==> config.mk <==
export PLATFORM = sky130hd
export DESIGN_NAME = mio_bus_responder
export DESIGN_NICKNAME = d
export VERILOG_FILES = /design/src/rtl/mio_bus_responder_pkg.sv /design/src/rtl/mio_timer.sv /design/src/rtl/mio_bus_responder.sv
export SDC_FILE = /design/constraint.sdc
export NUM_CORES = 1
export LEC_CHECK = 0
export ABC_AREA = 1
export BUFFER_PORTS_ARGS = -buffer_cell sky130_fd_sc_hd__buf_2
export CELL_PAD_IN_SITES_DETAIL_PLACEMENT = 1
export CELL_PAD_IN_SITES_GLOBAL_PLACEMENT = 1
export CORE_ASPECT_RATIO = 2
export CORE_MARGIN = 2
export CORE_UTILIZATION = 37
export CTS_CLUSTER_SIZE = 40
export DETAILED_ROUTE_END_ITERATION = 10
export GPL_TIMING_DRIVEN = 0
export HOLD_SLACK_MARGIN = 0.05
export PLACE_DENSITY = 0.91
export REMOVE_ABC_BUFFERS = 1
export SYNTH_ARGS = -nofsm -noshare
export SYNTH_HDL_FRONTEND = slang
export SYNTH_SLANG_ARGS = --single-unit
==> constraint.sdc <==
create_clock -name clk -period 4.9 [get_ports clk]
set_input_delay 0.245 -clock clk [delete_from_list [all_inputs] [get_ports clk]]
set_output_delay 0.245 -clock clk [all_outputs]
set_load 0.05 [all_outputs]
==> src/rtl/mio_bus_responder_pkg.sv <==
// Shared region codes, FSM/request-kind encodings and defaults for the MIO bus responder.
// No logic, no latency, no backpressure.
package mio_bus_responder_pkg;

   localparam int RAM_WAIT_DEF = 2;

   localparam logic [3:0] REG_RAM  = 4'h0;
   localparam logic [3:0] REG_GPIO = 4'hE;
   localparam logic [3:0] REG_CNT  = 4'hF;

   typedef enum logic [1:0] {
      IDLE = 2'd0,
      WAIT = 2'd1,
      RESP = 2'd2
   } state_t;

   typedef enum logic [1:0] {
      KIND_RD  = 2'd0,
      KIND_WR  = 2'd1,
      KIND_ERR = 2'd2
   } kind_t;

endpackage

==> src/rtl/mio_timer.sv <==
// Free-running wrapping up-counter; a load replaces the increment in the same cycle.
// Latency: load visible the cycle after ld_en; never stalls.
module mio_timer #(
   parameter int W = 32
) (
   input  logic         clk,
   input  logic         reset,
   input  logic         ld_en,
   input  logic [W-1:0] ld_val,
   output logic [W-1:0] cnt
);

   logic [W-1:0] cnt_q, cnt_d;

   assign cnt_d = ld_en ? ld_val : cnt_q + W'(1);

   always_ff @(posedge clk or posedge reset) begin
      if (reset) cnt_q <= '0;
      else       cnt_q <= cnt_d;
   end

   assign cnt = cnt_q;

endmodule

==> src/rtl/mio_bus_responder.sv <==
// MIO slave: decodes one request at a time to RAM/GPIO/counter and answers with a one-cycle mio_ready.
// Latency: peripherals and protocol errors N+1, RAM N+1+RAM_WAIT; the next request is accepted in the IDLE cycle after RESP.
module mio_bus_responder
   import mio_bus_responder_pkg::*;
#(
   parameter int RAM_AW   = 10,
   parameter int RAM_WAIT = RAM_WAIT_DEF
) (
   input  logic              clk,
   input  logic              reset,
   input  logic              mem_r,
   input  logic              mem_w,
   input  logic              cpu_mio,
   input  logic [31:0]       addr,
   input  logic [31:0]       wdata,
   output logic [31:0]       rdata,
   output logic              mio_ready,
   output logic [RAM_AW-1:0] ram_addr,
   output logic [31:0]       ram_din,
   output logic              ram_we,
   input  logic [31:0]       ram_dout,
   input  logic [15:0]       gpio_in,
   output logic [31:0]       gpio_out
);

   state_t            state_q, state_d;
   logic [3:0]        wait_q, wait_d;
   logic [31:0]       rdata_q, rdata_d;
   logic [31:0]       gpio_q;
   logic [RAM_AW-1:0] ram_wa_q;
   logic [31:0]       wdata_q;
   kind_t             kind_q;
   logic [3:0]        region_q;

   logic              req;
   logic              accept;
   kind_t             kind_in;
   kind_t             sel_kind;
   logic [3:0]        sel_region;
   logic              wr_en;
   logic              gpio_ld;
   logic              cnt_ld;
   logic [31:0]       cnt;
   logic              unused_addr;

   assign req         = cpu_mio & (mem_r | mem_w);
   assign accept      = (state_q == IDLE) && req;
   assign kind_in     = (mem_r & mem_w) ? KIND_ERR : (mem_w ? KIND_WR : KIND_RD);
   assign unused_addr = ^{addr[27:RAM_AW+2], addr[1:0]};

   always_ff @(posedge clk or posedge reset) begin
      if (reset) state_q <= IDLE;
      else       state_q <= state_d;
   end

   // Only clean RAM requests pay wait states; a rd+wr error completes like a peripheral.
   always_comb begin
      state_d = state_q;
      wait_d  = wait_q;
      case (state_q)
         IDLE: begin
            if (req) begin
               if (addr[31:28] == REG_RAM && kind_in != KIND_ERR) begin
                  state_d = WAIT;
                  wait_d  = 4'(RAM_WAIT - 1);
               end else begin
                  state_d = RESP;
               end
            end
         end
         WAIT: begin
            if (wait_q == 4'd0) state_d = RESP;
            else                wait_d  = wait_q - 4'd1;
         end
         RESP:    state_d = IDLE;
         default: state_d = IDLE;
      endcase
   end

   always_comb begin
      mio_ready = 1'b0;
      wr_en     = 1'b0;
      if (state_q == RESP) begin
         mio_ready = 1'b1;
         wr_en     = (kind_q == KIND_WR);
      end
      ram_we   = wr_en && (region_q == REG_RAM);
      gpio_ld  = wr_en && (region_q == REG_GPIO);
      cnt_ld   = wr_en && (region_q == REG_CNT);
      // Present the incoming address while idle so a synchronous RAM has data by the end of the first WAIT cycle.
      ram_addr = (state_q == IDLE) ? addr[RAM_AW+1:2] : ram_wa_q;
   end

   always_comb begin
      rdata_d    = rdata_q;
      sel_kind   = (state_q == IDLE) ? kind_in : kind_q;
      sel_region = (state_q == IDLE) ? addr[31:28] : region_q;
      if (state_d == RESP && state_q != RESP) begin
         if (sel_kind == KIND_RD) begin
            case (sel_region)
               REG_RAM:  rdata_d = ram_dout;
               REG_GPIO: rdata_d = {16'h0, gpio_in};
               REG_CNT:  rdata_d = cnt;
               default:  rdata_d = '0;
            endcase
         end else if (sel_kind == KIND_ERR) begin
            rdata_d = '0;
         end
      end
   end

   always_ff @(posedge clk or posedge reset) begin
      if (reset) begin
         wait_q   <= '0;
         rdata_q  <= '0;
         gpio_q   <= '0;
         ram_wa_q <= '0;
         wdata_q  <= '0;
         kind_q   <= KIND_RD;
         region_q <= '0;
      end else begin
         wait_q  <= wait_d;
         rdata_q <= rdata_d;
         if (gpio_ld) gpio_q <= wdata_q;
         if (accept) begin
            ram_wa_q <= addr[RAM_AW+1:2];
            wdata_q  <= wdata;
            kind_q   <= kind_in;
            region_q <= addr[31:28];
         end
      end
   end

   mio_timer #(.W(32)) u_timer (
      .clk    (clk),
      .reset  (reset),
      .ld_en  (cnt_ld),
      .ld_val (wdata_q),
      .cnt    (cnt)
   );

   assign rdata    = rdata_q;
   assign ram_din  = wdata_q;
   // The GPIO write is visible on the pins already during RESP.
   assign gpio_out = gpio_ld ? wdata_q : gpio_q;

endmodule

Word level (Yosys, flattened, before mapping):

Cells that the tools add are included.

* bits in registers: 150
* input port bits: 117
* output and inout bits: 108
* logic and storage cells: 64

* add/sub/neg operators: 2
* eq/ne operators: 14
* multiplexer cells: 20
* bitwise logic cells: 3
* reduce and logical (&&, ||, !) cells: 16

Operator list (number)
* 32-bit two-way mux: 4
* 32-bit case mux with 3 select lines: 1
* 32-bit by 1-bit adder with 32-bit output (second input constant): 1
* 4-bit equality test (second input constant): 4
* 4-bit zero test: 4
* 4-bit two-way mux: 4
* 10-bit two-way mux: 1
* 2-bit two-way mux: 5
* 2-bit inequality test (second input constant): 4
* 4-bit case mux with 2 select lines: 1
* 2-bit equality test (second input constant): 3
* 1-bit logical AND: 6
* 2-bit by 1-bit equality test with 1-bit output (second input constant): 2
* 2-bit zero test: 2
* 2-bit case mux with 2 select lines: 1
* 4-bit AND reduction: 1
* 2-bit nonzero test: 2
* 4-bit by 1-bit subtractor with 4-bit output (second input constant): 1
* 1-bit two-way mux: 3
* 1-bit bitwise AND: 2
* 2-bit by 1-bit inequality test with 1-bit output (second input constant): 1
* 2-bit AND reduction: 1
* 1-bit bitwise OR: 1

Longest topological paths before layout:

* word-level depth: 10
* depth in mapped cells: 12
* depth with buffers taken out: 11

By module:

Synthesis repeated with hierarchy kept, for this count alone.

* cells, all modules: 978
* area total of the unflattened synthesis: 7541.0 um^2

By module, submodules not included
* mio_bus_responder: instances 1, cells an instance 662, area an instance 5418.9 um^2
* mio_timer: instances 1, cells an instance 316, area an instance 2122.0 um^2

Worst setup path before layout:

No wires, ideal clock.

* path kind: reg-to-output
* from: register state_q[0]
* to: output port ram_we
* data arrival time: 2.928 ns
* data required time: 4.655 ns
* slack: 1.727 ns
* stages on the path, launching flop included: 6
* path through: dfrtp_1 -> nor2_1 -> nand2_1 -> nor2_2 -> nand2_1 -> nor4_1

* cells in the longest elaborated chain, start to end: 3

Ends and longest elaborated chain
* start, declared: RTL line mio_bus_responder.sv:26 `state_t state_q, state_d;`
* start signal, assigned: RTL line mio_bus_responder.sv:53 `else state_q <= state_d;`
* 2-bit equality test: RTL line mio_bus_responder.sv:83 `if (state_q == RESP) begin`
* 1-bit two-way mux: RTL line mio_bus_responder.sv:83
* 1-bit logical AND: RTL line mio_bus_responder.sv:87 `ram_we = wr_en && (region_q == REG_RAM);`
* end, declared: RTL line mio_bus_responder.sv:20 `output logic ram_we,`

Every way passes these cells.

Worst setup path in the final report:

* from: register state_q[0]
* to: register rdata_q[25], in the netlist rdata[25]

* cells in the longest elaborated chain, start to end: 5
* elaborated cells between the ends (all ways): 19

Ends and longest elaborated chain
* 2-bit by 1-bit equality test with 1-bit output or 2-bit zero test (tied branches): RTL line mio_bus_responder.sv:60 `case (state_q)`
* 2-bit case mux with 2 select lines (*): RTL line mio_bus_responder.sv:60
* named net state_d[1]: RTL line mio_bus_responder.sv:26
* 2-bit equality test (*): RTL line mio_bus_responder.sv:98 `if (state_d == RESP && state_q != RESP) begin`
* 1-bit logical AND (*): RTL line mio_bus_responder.sv:98
* 2-bit AND reduction (no line) (*)
* end signal, assigned: RTL line mio_bus_responder.sv:123 `rdata_q <= rdata_d;`
* end, declared: RTL line mio_bus_responder.sv:28 `logic [31:0] rdata_q, rdata_d;`

Mark *: on every way through the listed nets, which the timed path passes. The rest lies on a longest branch.
A chain may end at the register's enable or synchronous reset.

==> run metrics <==
post-route ant nets=0; Hold/Removal Path Class=input port to flop; initial antenna violation count=4; Synth Area in Compound Gates=between 6 and 7%; Worst Reg-to-Reg Cells=9; dpl cell area=about 8700 um2; Starting Density=a little under two fifths; fin crit share=between 60% and 70%; nets=about 1.3k; post-CTS setup buffers=0; simple-gate area share of the yosys netlist=~34%; 1st-iter DRT viols=413; clock slew at reported path FFs=60 ps; Slew Limit Fails=0; Final WS setup=between 1500 and 2000 ps; via/cell ratio=5.19; Cell Area, Synth=around 7500 um2; status=finished clean; crit path time final=between 3000 and 4000 ps; Max VDD drop=approximately 0.30 mV; Pwr per Cell Area=389 nW/um2; share of synthesized area spent on multiplexers=~2.4%; RSZ-0062 raised after global routing=no; Yosys reg bits=150; Placed Cells=around 1.4k; RR Endpoint=rdata[25]$_DFFE_PP0P_; Post-Syn Instances=approximately 1000; post-DR wirelength/cell=approximately 18 um; grt ovf=0; chip height=205 um; Seq/Total Area, Yosys=50.2%; DP Wirelength=18700 um; Port Buffers=between 200 and 250; area grow syn2layout=28.6%; worst-skew pair later-pin latency=between 400 and 500 ps; largest net degree at the start of global routing=84; Tot Pwr=about 0.0037 W; Distinct cells, synth=33; vias in the first global route=8258; CTS tree=done; Hold WS=roughly 64 ps; DRC=0; HP Start=addr[10]; commonest non-fill, non-tap cell in the layout=nand2_1; Fin. Hold Viols=0; largest family of logic cells by synthesized area=simple AND/OR/NAND/NOR gates; Worst Tran Pin Value=between 1000 and 1500 ps; critical path class=flop to flop; worst flop-to-flop path startpoint=state_q[0]$_DFF_PP0_; clk buf depth=2; CP Capture Type=flop; LEAKAGE=between 5 and 6 nW; fmax=~0.32 GHz; CP required=around 5300 ps; standard cell core area=19800 um2; Crit path arrival time=3520 ps; worst setup path startpoint=state_q[0]$_DFF_PP0_; Setup crit end=rdata[25]$_DFFE_PP0P_; Rows=73; CTS Buf Count=17; final wirelength=27100 um; boundary pin count=around 230; Root Driver=clkbuf_16; die area=about 21000 um2; Rel. slew slack=between 10% and 20%; final instance area=9610 um2; synth warn=0; pre-CTS WS=about 1600 ps; maxcap violations=0; GR Util All Layers=26.1%; via count=roughly 7.6k; Mean Syn Cell Area=7.66 um2; flop-to-flop setup slack=1750 ps; crit start category=flop; GPL Wtd Cong=about 0.94; drt pass-1 iters=4; post-CTS sizing=0; critical path peak fanout=33; highest-count cells in the layout ignoring fill and taps=nand2_1 (386), buf_2 (206), dfrtp_1 (150), nand3_1 (123), o21ai_0 (79); Fillers=2532; Clock Skew=17.0 ps; Post-Synth XOR/XNOR Area=less than 1%; Adder-Cell Fraction of Synth Area=0.335%; CTS Sinks=150; share of cells above drive strength 1=around 22%; Non-Filler Instances=around 1.5k; first-pass GRT wire length=between 40000 and 50000 um; H-tree depth=4; Die X=around 100 um; final setup vio count=0
[cell usage after synthesis]
| master | count | area share, % |
|---|---|---|
| nand2_1 | 388 | 19 |
| dfrtp_1 | 150 | 50 |
| nand3_1 | 123 | 8.2 |
| o21ai_0 | 79 | 5.3 |
| inv_1 | 65 | 3.3 |
| nor2_1 | 43 | 2.2 |
| clkbuf_1 | 17 | 0.85 |
| buf_2 | 15 | 1.0 |
| nor3_1 | 15 | 1.0 |
| mux2_2 | 13 | 2.0 |
| o21ai_1 | 7 | 0.47 |
| nand3b_1 | 6 | 0.60 |
| nand4_1 | 6 | 0.50 |
| buf_1 | 5 | 0.25 |
| buf_6 | 5 | 0.75 |
| a21oi_1 | 4 | 0.27 |
| nand2_2 | 4 | 0.33 |
| xor2_1 | 4 | 0.47 |
| buf_4 | 3 | 0.30 |
| inv_2 | 3 | 0.15 |
| mux2_1 | 3 | 0.45 |
| nor2_2 | 3 | 0.25 |
| nor2_4 | 3 | 0.45 |
| ha_1 | 2 | 0.33 |
| or2_2 | 2 | 0.17 |
| and2_1 | 1 | 0.084 |
| and2_2 | 1 | 0.10 |
| nand2b_1 | 1 | 0.084 |
| nor4_1 | 1 | 0.084 |
| o21ai_2 | 1 | 0.12 |
| o21bai_1 | 1 | 0.10 |
| o22ai_1 | 1 | 0.084 |
| xnor2_1 | 1 | 0.12 |
[worst min-delay path by stage]
| stage | cells past startpoint | slack (ps) | to |
|---|---|---|---|
| floorplan | 2 | 360 | region_q[3]$_DFFE_PP0P_ |
| global placement | 3 | 450 | ram_din[15]$_DFFE_PP0P_ |
| detailed placement | 2 | 400 | ram_wa_q[0]$_DFFE_PP0P_ |
| CTS | 3 | 50 | ram_wa_q[8]$_DFFE_PP0P_ |
| global route | 3 | 60 | ram_wa_q[8]$_DFFE_PP0P_ |
| finish | 3 | 60 | ram_wa_q[8]$_DFFE_PP0P_ |
[cell families after synthesis]
| group | count (synthesis) |
|---|---|
| DFF | 150 |
| buffers and inverters | 113 |
| xor gates and xnor gates | 5 |
| AOI/OAI and AO/OA | 93 |
| adders and majority gates | 2 |
| and+or+nand+nor | 597 |
| muxes | 16 |
[repair_timing]
action | in CTS | in global routing
endpoints found under the setup margin | 0 | 0
endpoints found under the hold margin | 105 | 0
hold buffers | 39 | 0
[metal layers]
| metal | share of wire, % | track usage (%) | vias to the layer above |
|---|---|---|---|
| met2 | 54 | 47.4 | 245 |
| li1 | - | - | 3559 |
| met1 | 37 | 27.4 | 3746 |
| met5 | 0 | 0 | - |
| met4 | 6.0 | 17.5 | 0 |
| met3 | 3.3 | 4.04 | 94 |
[metrics by stage]
| step | utilization, % | TNS (ps) |
|---|---|---|
| after floorplan | - | 0 |
| after global placement | 43.4 | -247610 |
| after detailed placement | 43.7 | 0 |
| after CTS | 48.4 | 0 |
| after global routing | 48.5 | 0 |
| final | 48.5 | 0 |
[cell type report]
class,count,area (um2),area share (%)
sequential,150,3750,39.1
multi-input combinational,713,3250,33.8
timing repair buffer,247,1470,15.3
clock buffer,17,425,4.43
tap,262,328,3.41
inverter,68,260,2.71
clock inverter,12,115,1.20
antenna,5,12.5,0.130
[sequential cells by signal (all words and copies together) (netlist names)]
name,count
kind_q,2
gpio_q,32
ram_wa_q,10
u_timer.cnt,32
ram_din,32
wait_q,4
state_q,2
region_q,4
rdata,32
[worst max-delay path: stages (launching register included)]
cell and delay (ps):
dfrtp_1 450, inv_2 80, nand2_2 150, nor2_4 580, nand2_1 130, o21ai_2 120
nand2_2 460, nor2_4 840, nand2_1 140, nand2_1 100
[where the power goes]
part / leakage (nW) / internal (W) / switching [W]
sequential: 1.99 / 0.00138 / 0.000133
clock: 0.269 / 0.000731 / 0.000522
combinational: 2.88 / 0.000241 / 0.000729
total: 5.14 / 0.00235 / 0.00138
No activity file was read; power rests on OpenSTA's default activity.
